<file path="src/rtl/aclk_controller_if.sv">
// Bundles the alarm-clock controller's keypad/button inputs and its
// display-select and strobe outputs.
interface aclk_controller_if;
  logic       one_second;
  logic [3:0] key;
  logic       alarm_button;
  logic       time_button;
  logic       shift;
  logic       show_new_time;
  logic       show_a;
  logic       load_new_a;
  logic       load_new_c;
  logic       reset_count;

  modport master (
    output one_second, key, alarm_button, time_button,
    input  shift, show_new_time, show_a, load_new_a, load_new_c, reset_count
  );

  modport slave (
    input  one_second, key, alarm_button, time_button,
    output shift, show_new_time, show_a, load_new_a, load_new_c, reset_count
  );
endinterface

</file>
<file path="src/rtl/aclk_controller.sv">
// Alarm-clock main control FSM: decodes keypad/buttons into display selects and
// load/shift strobes, abandoning key entry after TIMEOUT idle one-second ticks.
module aclk_controller #(
  parameter logic [3:0] NOKEY   = 4'd10,
  parameter int         TIMEOUT = 10,
  parameter int         CNT_W   = 4
) (
  input  logic             clock,
  input  logic             reset,
  aclk_controller_if.slave bus
);

  typedef enum logic [2:0] {
    SHOW_TIME,
    KEY_STORED,
    KEY_WAITED,
    KEY_ENTRY,
    SHOW_ALARM,
    SET_ALARM_TIME,
    SET_CURRENT_TIME
  } state_t;

  state_t           state_q, state_d;
  logic [CNT_W-1:0] cnt_q, cnt_d;
  logic             waiting;
  logic             timeout;
  logic             key_pressed;

  assign waiting     = (state_q == KEY_WAITED) || (state_q == KEY_ENTRY);
  assign timeout     = bus.one_second && (cnt_q == CNT_W'(TIMEOUT - 1));
  assign key_pressed = (bus.key != NOKEY);

  always_ff @(posedge clock or posedge reset) begin
    if (reset) begin
      state_q <= SHOW_TIME;
      cnt_q   <= '0;
    end else begin
      state_q <= state_d;
      cnt_q   <= cnt_d;
    end
  end

  // The counter restarts at the timeout tick so it can never wrap past TIMEOUT.
  always_comb begin
    cnt_d = '0;
    if (waiting) begin
      if (timeout) begin
        cnt_d = '0;
      end else if (bus.one_second) begin
        cnt_d = cnt_q + CNT_W'(1);
      end else begin
        cnt_d = cnt_q;
      end
    end
  end

  always_comb begin
    state_d = state_q;
    case (state_q)
      SHOW_TIME: begin
        if (bus.alarm_button)  state_d = SHOW_ALARM;
        else if (key_pressed)  state_d = KEY_STORED;
      end
      KEY_STORED:       state_d = KEY_WAITED;
      KEY_WAITED: begin
        if (!key_pressed)      state_d = KEY_ENTRY;
        else if (timeout)      state_d = SHOW_TIME;
      end
      KEY_ENTRY: begin
        if (bus.alarm_button)     state_d = SET_ALARM_TIME;
        else if (bus.time_button) state_d = SET_CURRENT_TIME;
        else if (key_pressed)     state_d = KEY_STORED;
        else if (timeout)         state_d = SHOW_TIME;
      end
      SHOW_ALARM: begin
        if (!bus.alarm_button) state_d = SHOW_TIME;
      end
      SET_ALARM_TIME:   state_d = SHOW_TIME;
      SET_CURRENT_TIME: state_d = SHOW_TIME;
      default:          state_d = SHOW_TIME;
    endcase
  end

  // Moore outputs: decoded from the registered state only.
  always_comb begin
    bus.shift         = 1'b0;
    bus.show_new_time = 1'b0;
    bus.show_a        = 1'b0;
    bus.load_new_a    = 1'b0;
    bus.load_new_c    = 1'b0;
    bus.reset_count   = 1'b0;
    case (state_q)
      KEY_STORED: begin
        bus.shift         = 1'b1;
        bus.show_new_time = 1'b1;
      end
      KEY_WAITED:       bus.show_new_time = 1'b1;
      KEY_ENTRY:        bus.show_new_time = 1'b1;
      SHOW_ALARM:       bus.show_a        = 1'b1;
      SET_ALARM_TIME:   bus.load_new_a    = 1'b1;
      SET_CURRENT_TIME: begin
        bus.load_new_c  = 1'b1;
        bus.reset_count = 1'b1;
      end
      default: ;
    endcase
  end

endmodule

</file>
<file path="src/flat_wrapper.sv">
// flat-port wrapper written by rule: the top's interface ports become plain ports
module aclk_controller_flat 
#(
  parameter logic [3:0] NOKEY   = 4'd10,
  parameter int         TIMEOUT = 10,
  parameter int         CNT_W   = 4
)
  (clock, reset, bus_one_second, bus_key, bus_alarm_button, bus_time_button, bus_shift, bus_show_new_time, bus_show_a, bus_load_new_a, bus_load_new_c, bus_reset_count);
  aclk_controller_if bus_i ();
  input  logic clock;
  input  logic reset;
  input wire logic [$bits(bus_i.one_second)-1:0] bus_one_second;
  input wire logic [$bits(bus_i.key)-1:0] bus_key;
  input wire logic [$bits(bus_i.alarm_button)-1:0] bus_alarm_button;
  input wire logic [$bits(bus_i.time_button)-1:0] bus_time_button;
  output wire logic [$bits(bus_i.shift)-1:0] bus_shift;
  output wire logic [$bits(bus_i.show_new_time)-1:0] bus_show_new_time;
  output wire logic [$bits(bus_i.show_a)-1:0] bus_show_a;
  output wire logic [$bits(bus_i.load_new_a)-1:0] bus_load_new_a;
  output wire logic [$bits(bus_i.load_new_c)-1:0] bus_load_new_c;
  output wire logic [$bits(bus_i.reset_count)-1:0] bus_reset_count;
  assign bus_i.one_second = bus_one_second;
  assign bus_i.key = bus_key;
  assign bus_i.alarm_button = bus_alarm_button;
  assign bus_i.time_button = bus_time_button;
  assign bus_shift = bus_i.shift;
  assign bus_show_new_time = bus_i.show_new_time;
  assign bus_show_a = bus_i.show_a;
  assign bus_load_new_a = bus_i.load_new_a;
  assign bus_load_new_c = bus_i.load_new_c;
  assign bus_reset_count = bus_i.reset_count;
  aclk_controller #(.NOKEY(NOKEY), .TIMEOUT(TIMEOUT), .CNT_W(CNT_W)) u_core (.clock(clock), .reset(reset), .bus(bus_i));
endmodule
</file>
<file path="config.mk">
export PLATFORM = sky130hd
export DESIGN_NAME = aclk_controller_flat
export DESIGN_NICKNAME = d
export VERILOG_FILES = /design/src/rtl/aclk_controller_if.sv /design/src/rtl/aclk_controller.sv /design/src/flat_wrapper.sv
export SDC_FILE = /design/constraint.sdc
export NUM_CORES = 1
export LEC_CHECK = 0
export BUFFER_PORTS_ARGS = -buffer_cell sky130_fd_sc_hd__buf_2
export CORE_AREA = 2 2 39 41
export DETAILED_ROUTE_END_ITERATION = 10
export DIE_AREA = 0 0 41 43
export GPL_TIMING_DRIVEN = 0
export SLEW_MARGIN = 10
export SYNTH_ARGS = -nofsm -noshare
export SYNTH_HDL_FRONTEND = slang
export SYNTH_SLANG_ARGS = --single-unit
</file>
<file path="constraint.sdc">
create_clock -name clock -period 2.75 [get_ports clock]
set_input_delay 0.4125 -clock clock [delete_from_list [all_inputs] [get_ports clock]]
set_output_delay 0.4125 -clock clock [all_outputs]
set_load 0.005 [all_outputs]
</file>
# Yosys cells after proc, flatten, opt, wreduce, memory -nomap -nowiden
# Cells that the tools add are included.
[op_classes]
addsub = 1
multipliers = 0
div_mod_pow = 0
magnitude_cmp = 0
n_eq_ne = 11
shift = 0
muxes = 17
n_bitwise = 0
reduce_logical = 5
[op_table]
columns = ["operator", "count"]
rows = [
  ["3-bit 2-to-1 mux", 8],
  ["3-bit case mux with 5 select lines", 1],
  ["4-bit 2-to-1 mux", 3],
  ["3-bit == test (second input constant)", 3],
  ["3-bit by 2-bit == test with 1-bit output (second input constant)", 2],
  ["1-bit 2-to-1 mux", 5],
  ["4-bit by 1-bit adder with 4-bit output (second input constant)", 1],
  ["4-bit == test (second input constant)", 1],
  ["4-bit inequality test (second input constant)", 1],
  ["3-bit by 1-bit == test with 1-bit output (second input constant)", 1],
  ["3-bit logical NOT", 1],
  ["3-bit by 2-bit inequality test with 1-bit output (second input constant)", 1],
  ["3-bit inequality test (second input constant)", 1],
  ["3-bit OR reduction", 1],
  ["2-bit inequality test (second input constant)", 1],
  ["2-bit AND reduction", 1],
  ["1-bit logical AND", 1],
  ["1-bit logical OR", 1],
]
[word_totals]
reg_bits = 7
latchBits = 0
ram_bits = 0
rom_bits = 0
inputBits = 9
output_inout_bits = 6
elab_cells = 36
n_memories = 0

# Logic depth before layout (Yosys ltp)
# Gate-level depths: netlist of the first run.
[depth]
word_depth = 7
depth_mapped = 6
depth_no_buf = 6

# Worst setup path after synthesis of the first run
# Ideal clock, no wire load.
[synth_path]
path_kind = "input to register"
start = "input bus_key[2]"
end = "register u_core.state_q[1]"
setup_ns = 0.087
arrival_time_ns = 1.255
required_time_ns = 2.663
slack_ns = 1.408
stages = 4
n_path_buf = 0
path_cell_list = "and4bb_2 -> a32oi_1 -> o221a_1 -> a211oi_2"
[synth_between]
elab_chain_len = 5
elab_cells_between_ends = 8
classes_between = "eq/ne (2); mux (5); reduce/logical (1)"
[synth_lines]
columns = ["item", "line", "source"]
rows = [
  ["from (decl)", "flat_wrapper.sv:13", "input wire logic [$bits(bus_i.key)-1:0] bus_key;"],
  ["4-bit inequality test *", "aclk_controller.sv:31", "assign key_pressed = (bus.key != NOKEY);"],
  ["3-bit 2-to-1 mux", "aclk_controller.sv:72", "else if (key_pressed) state_d = KEY_STORED;"],
  ["3-bit 2-to-1 mux", "aclk_controller.sv:71", "else if (bus.time_button) state_d = SET_CURRENT_TIME;"],
  ["3-bit 2-to-1 mux", "aclk_controller.sv:70", "if (bus.alarm_button) state_d = SET_ALARM_TIME;"],
  ["3-bit case mux with 5 select lines", "aclk_controller.sv:59", "case (state_q)"],
  ["to (signal assigned)", "aclk_controller.sv:38", "state_q <= state_d;"],
  ["to (decl)", "aclk_controller.sv:23", "state_t state_q, state_d;"],
]
# Every way passes the cells marked *; elsewhere a longest branch is shown, timed or not.
# A chain may end at the register's enable or synchronous reset.

# Worst setup path in the final report of the first run
[layout_path]
start = "register u_core.state_q[1]"
end = "output bus_reset_count"
[layout_between]
elab_chain_len = 2
[layout_lines]
columns = ["item", "line", "source"]
rows = [
  ["3-bit == test", "aclk_controller.sv:92", "case (state_q)"],
  ["1-bit 2-to-1 mux", "aclk_controller.sv:92", ""],
  ["to (decl)", "flat_wrapper.sv:21", "output wire logic [$bits(bus_i.reset_count)-1:0] bus_reset_count;"],
]
# No other way between the ends.

==> results.py, run 1 <==
metrics = {
    "placement": {
        "io_buffer_count": 14,
        "placed_cells": 80,
        "dpl_cell_area_sq_um": 577,
        "dp_hpwl_um": 694,
        "gp_congestion": 0.827,
    },
    "grt": {
        "use_met1_pct": 18.2,
        "grt_pass1_vias": 373,
        "grt_usage_pct": 12.5,
        "grt.met2_usage_pct": 16.9,
        "antenna_found_initial": 0,
        "busiest_layer": "met1",
        "grt-ovfl-total": 0,
        "grt_max_degree": 11,
        "use_met3_pct": 3.14,
        "grt_pass1_wl_um": 1500,
    },
    "sta": {
        "worstMarginPinSlew_ns": 0.278,
        "hold_violations": 0,
        "holdWs_ns": 0.0788,
        "min_period_ns": 1.58,
        "finalSetupViolations": 0,
        "rsz0062_at_grt": "false",
        "maxSlewHeadroom_pct": 81.5,
        "slew_violations": 0,
        "fin_tns_setup_ns": 0,
        "finalClockSkew_ns": 0.00237,
        "max_freq_mhz": 635,
        "fin_crit_sh_pct": 57.3,
    },
    "pwr": {
        "p_leak_nw": 0.329,
        "pwr-share-seq_pct": 36.8,
        "p_switching_uw": 149,
        "intPower_uw": 269,
        "combPwrFrac_pct": 42.8,
        "power_density_mw_per_mm2": 693,
        "p_total_uw": 418,
        "switching_share_pct": 35.6,
        "clockPowerShare_pct": 20.4,
        "ir_drop_mv": 0.387,
    },
    "clock_network": {
        "post_cts_resized": 0,
        "numCtsBuffers": 3,
        "post_cts_buffers": 0,
        "clk_latency_ns": 0.24,
        "cts-root-buf": "clkbuf_4",
        "htreeDepth": 1,
        "clk_pin_slew_ns": 0.05,
        "hold_buffers": 0,
        "cts_buffer_depth": 2,
        "cts_sinks": 7,
        "cts_tree": "yes",
    },
    "drt": {
        "drt_iter0_markers": 2,
        "drt_wl_total_um": 847,
        "vias_per_cell": 4.86,
        "ant_nets": 0,
        "via_count": 408,
        "drt_pre_antenna_iters": 2,
        "wl_per_cell_um": 10.1,
        "drc": 0,
    },
    "critical_path": {
        "crit_top_cell": "buf_4",
        "cp.arrival_ns": 1.16,
        "worstSetupStartpointType": "flip-flop",
        "critPathLaunch": "u_core.state_q[1]",
        "cp_cell_sequence": "buf_4, and3_1, buf_4, buf_2",
        "endpoint_kind": "primary output",
        "crit_path_max_incr_delay_ns": 0.35,
        "crit_slowest_cell": "dfrtp_1",
        "crit_type": "reg2out",
        "path_max_fanout": 10,
        "reg2reg_from": "u_core.cnt_q[0]",
        "ff2ff_setup_slack_ns": 1.32,
        "cp.required_ns": 2.34,
    },
    "layout": {
        "drive_above_1_share_pct": 36.8,
        "n_fill_cell": 139,
        "area_delta_synth_final_pct": 23.9,
        "stdcell_count": 84,
        "nets": 80,
        "final_area_sq_um": 603,
        "antenna_cells": 0,
    },
    "synthesis": {
        "yosysSeqAreaShare_pct": 36.0,
        "yosysWarnings": 0,
        "synth_nets": 61,
        "ys_ff_latch": 7,
        "synthDominantAreaCellType": "dfrtp_1",
        "synth_most_common_cell": "dfrtp_1",
        "synth_ff_type": "dfrtp_1",
        "synth_edf_count": 0,
        "avgSynthCellArea_sq_um": 9.73,
        "synth_top_area_share_pct": 36.0,
        "synth_area_leaders": "dfrtp_1 (36%), ha_1 (5.1%), nand4b_4 (4.9%)",
        "yosys-top-cells-count": "dfrtp_1 (7), nor2_1 (6), a21oi_1 (3), nand2_1 (3)",
        "netlist_instances": 50,
        "async_reset_ff_share_pct": 100,
        "ys_types": 30,
        "syn_area_sq_um": 487,
    },
    "die": {
        "core-area_sq_mm": 0.00138,
        "start_util_pct": 35.2,
        "die_x_um": 41,
        "dieArea_sq_mm": 0.00176,
        "ios": 15,
        "dieHeight_um": 43,
        "row_count": 14,
    },
    "min_path": {
        "min_path_type": "in2async",
    },
    "outcome": {
        "outcome": "complete, no violations",
    },
    "run": {
        "cap_violations": 0,
    },
}
per-stage QoR:
stage / worst slack (ns) / utilization (%)
finish: 1.17 / 43.6
global route: 1.07 / 43.6
CTS: 1.16 / 43.6
detailed placement: 1.23 / 41.7
global placement: 1.25 / 41.7
floorplan: 1.41 / -
layout by cell type, fill, tap and decap left out, types with 2 or more instances in the layout:
master and count:
buf_4 2, xor2_1 2, clkbuf_4 3, ha_1 2, nor2_1 6, nand2_1 3, dfrtp_1 7, o21ai_0 2
a21oi_1 3, buf_2 14, inv_1 2
worst paths after layout:
check,end,depth (start not counted)
worst max-delay path,bus_reset_count,4
worst min-delay path,u_core.cnt_q[0],2
worst max register to register,u_core.state_q[1],5
worst min register to register,u_core.state_q[1],1
max in group asynchronous,u_core.state_q[2],2
min in group clock,u_core.state_q[2],3
layout make-up:
cell class / count / area [sq um] / area share [%]
Multi-Input combinational cell: 38 / 285 / 47.3
Clock buffer: 4 / 26.3 / 4.36
Buffer: 2 / 15.0 / 2.49
Timing Repair Buffer: 14 / 70.1 / 11.6
Tap cell: 16 / 20.0 / 3.32
Sequential cell: 7 / 175 / 29.0
Inverter: 3 / 11.3 / 1.87
routing by layer:
layer  wire (um)  vias up  part of all wire [%]
li1            -      213                     -
met1         405      191                    48
met2         427        4                    50
met3          15        0                   1.8
met4           0        0                     0
met5           0        -                     0
flip-flops by register name, indices dropped and copies added, names as in the netlist:
name and cells:
u_core.cnt_q 4, u_core.state_q 3
logic make-up after synthesis:
| kind of cell | share of synthesized area (%) |
|---|---|
| fa+ha+maj | 5.14 |
| compound gates | 16.2 |
| buf+inv | 5.40 |
| xor+xnor | 5.40 |
| simple gates | 29.8 |
| mux | 2.06 |
| flops | 36.0 |
power groups by stage:
stage	Combinational, mW	Sequential (mW)	Clock, mW
after floorplan	0.129	0.150	0
after global placement	0.178	0.155	0
after detailed placement	0.180	0.155	0
after CTS	0.181	0.154	0.0898
after global routing	0.202	0.158	0.0986
final	0.179	0.154	0.0854
critical path, delay by kind of cell, from the launching register on:
family                 cells  cell delay (ns)
AND/OR/NAND/NOR            1             0.19
buffers and inverters      3             0.39
flip-flops                 1             0.35
No activity file was read; power rests on OpenSTA's default activity.
==> inputs of run 2 (changes only) <==
==> constraint.sdc (replaced) <==
create_clock -name clock -period 1.3 [get_ports clock]
set_input_delay 0.195 -clock clock [delete_from_list [all_inputs] [get_ports clock]]
set_output_delay 0.195 -clock clock [all_outputs]
set_load 0.005 [all_outputs]
==> run 2 against run 1 <==
  * The run now ends with setup timing left
  * Largest cell class unchanged
  * Die area stayed put
  * Routed wire length grew 32%
  * Clock skew is essentially flat
  * Non-clock buffer count increased by 8
  * Global-route usage rose by 2.6 points
  * Combinational power grew to 3.0 times the previous value
  * Total power grew to 2.6 times the previous value
  * Clock power is 120% higher
  * Critical path depth rose by 2
==> results.py, run 2 (synthesized netlist as in run 1, its figures left out) <==
metrics = {
    "sta": {
        "rsz0062_at_grt": "true",
        "fin_ws_ns": -0.118,
        "finalSetupViolations": 3,
        "slew_violations": 0,
        "finalClockSkew_ns": 0.00214,
        "worstMarginPinSlew_ns": 0.279,
        "maxSlewHeadroom_pct": 81.3,
        "hold_violations": 0,
        "max_freq_mhz": 705,
        "fin_crit_sh_pct": 109,
        "min_period_ns": 1.42,
    },
    "outcome": {
        "violations": "setup timing",
        "outcome": "complete, but fails checks",
    },
    "drt": {
        "drc": 0,
        "wl_per_cell_um": 12.2,
        "vias_per_cell": 4.90,
        "drt_pre_antenna_iters": 4,
        "drt_wl_total_um": 1120,
        "ant_nets": 0,
        "via_count": 451,
        "drt_iter0_markers": 4,
    },
    "layout": {
        "largest_register_ffs": 4,
        "final_common_cell": "buf_2",
        "top_regs": "u_core.cnt_q: 4 flops, u_core.state_q: 3 flops",
        "nets": 88,
        "drive_above_1_share_pct": 55.3,
        "antenna_cells": 0,
        "final_cell_mix": "buf_2 (13), buf_4 (7), nor2_1 (4), dfrtp_1 (4)",
        "largest-register": "u_core.cnt_q",
        "area_delta_synth_final_pct": 49.1,
    },
    "critical_path": {
        "cp.required_ns": 1.41,
        "ff2ff_setup_slack_ns": -0.12,
        "worstSetupStartpointType": "flip-flop",
        "cp.arrival_ns": 1.53,
        "path_max_fanout": 2,
        "reg2reg_to": "u_core.state_q[0]",
        "reg2reg_from": "u_core.cnt_q[1]",
        "endpoint_kind": "flip-flop",
        "crit_type": "reg2reg",
        "rr_worst_depth": 6,
    },
    "clock_network": {
        "htreeDepth": 1,
        "cts-root-buf": "clkbuf_4",
        "numCtsBuffers": 3,
        "clk_pin_slew_ns": 0.05,
        "cts_buffer_depth": 2,
        "cts_sinks": 7,
        "cts_tree": "yes",
        "clk_latency_ns": 0.24,
    },
    "placement": {
        "place_ws_ns": -0.119,
        "dp_hpwl_um": 711,
        "io_buffer_count": 14,
        "gp_congestion": 0.735,
    },
    "grt": {
        "grt_max_degree": 8,
        "antenna_found_initial": 0,
        "grt-ovfl-total": 0,
        "grt_pass1_wl_um": 1750,
        "grt_pass1_vias": 419,
        "grt_usage_pct": 15.2,
    },
    "die": {
        "core-area_sq_mm": 0.00138,
        "row_count": 14,
        "die_x_um": 41,
        "dieArea_sq_mm": 0.00176,
        "dieHeight_um": 43,
        "start_util_pct": 35.2,
        "ios": 15,
    },
    "run": {
        "cap_violations": 0,
    },
    "pwr": {
        "p_leak_nw": 0.371,
        "ir_drop_mv": 0.776,
        "power_density_mw_per_mm2": 1490,
        "p_total_mw": 1.08,
    },
    "min_path": {
        "hold_end": "u_core.state_q[2]",
        "hp-start": "bus_alarm_button",
        "hold_depth": 3,
        "min_path_type": "in2reg",
    },
}
## run 2: power by group
part	switching (mW)	internal, mW	leakage [nW]
sequential	0.0943	0.270	0.0902
combinational	0.224	0.307	0.266
clock	0.0673	0.116	0.0150
total	0.386	0.694	0.371
## run 2: per-layer routing
layer	GRT usage (%)	share of wire, %
met4	11.3	0
met2	21.9	55
met3	3.66	2.0
met1	18.5	43
met5	0	0
## run 2: layout make-up
| cell class | count | area [sq um] |
|---|---|---|
| plain buffers | 1 | 11.3 |
| clock buffers | 4 | 26.3 |
| fillers | 129 | 658 |
| inverters | 3 | 11.3 |
| multi-input cells | 38 | 328 |
| flip-flops and latches | 7 | 179 |
| well taps | 16 | 20.0 |
| repair buffers | 23 | 150 |
## run 2: worst max-delay path by stage
stage | from | to | slack, ns | depth (start not counted)
finish | u_core.cnt_q[1] | u_core.state_q[0] | -0.12 | 6
global route | u_core.cnt_q[1] | u_core.state_q[0] | -0.20 | 6
floorplan | u_core.cnt_q[0] | u_core.state_q[1] | 0.004 | 5
global placement | u_core.cnt_q[0] | u_core.state_q[1] | -0.1 | 5
detailed placement | u_core.cnt_q[0] | u_core.state_q[1] | -0.12 | 5
CTS | u_core.cnt_q[1] | u_core.state_q[0] | -0.06 | 6
## run 2: worst max-delay path: stages (launching register included)
cell and delay (ns):
dfrtp_1 0.39, inv_2 0.07, ha_4 0.13, and4b_1 0.23
a21oi_1 0.08, o31ai_1 0.26, a21oi_1 0.11
## run 2: timing repair
item                                    in CTS  in global routing
pin swaps                                    3                  3
endpoints found under the hold margin        7                  0
gates cloned                                 0                  0
buffers inserted                             5                  3
endpoints found under the setup margin       5                  8
gates resized for setup                      5                 12
hold buffers                                 1                  0
## run 2: per-stage QoR
step | std cells | TNS [ns] | util [%] | area, sq um | hold slack [ns]
final | 92 | -0.173 | 52.4 | 726 | 0.235
after global routing | 92 | -0.584 | 52.4 | 726 | 0.229
after CTS | 89 | -0.105 | 47.4 | 656 | 0.218
after detailed placement | 80 | -0.218 | 41.9 | 579 | 0.126
after global placement | 80 | -0.164 | 41.9 | 579 | 0.121
after floorplan | 50 | 0 | - | 489 | -0.00160
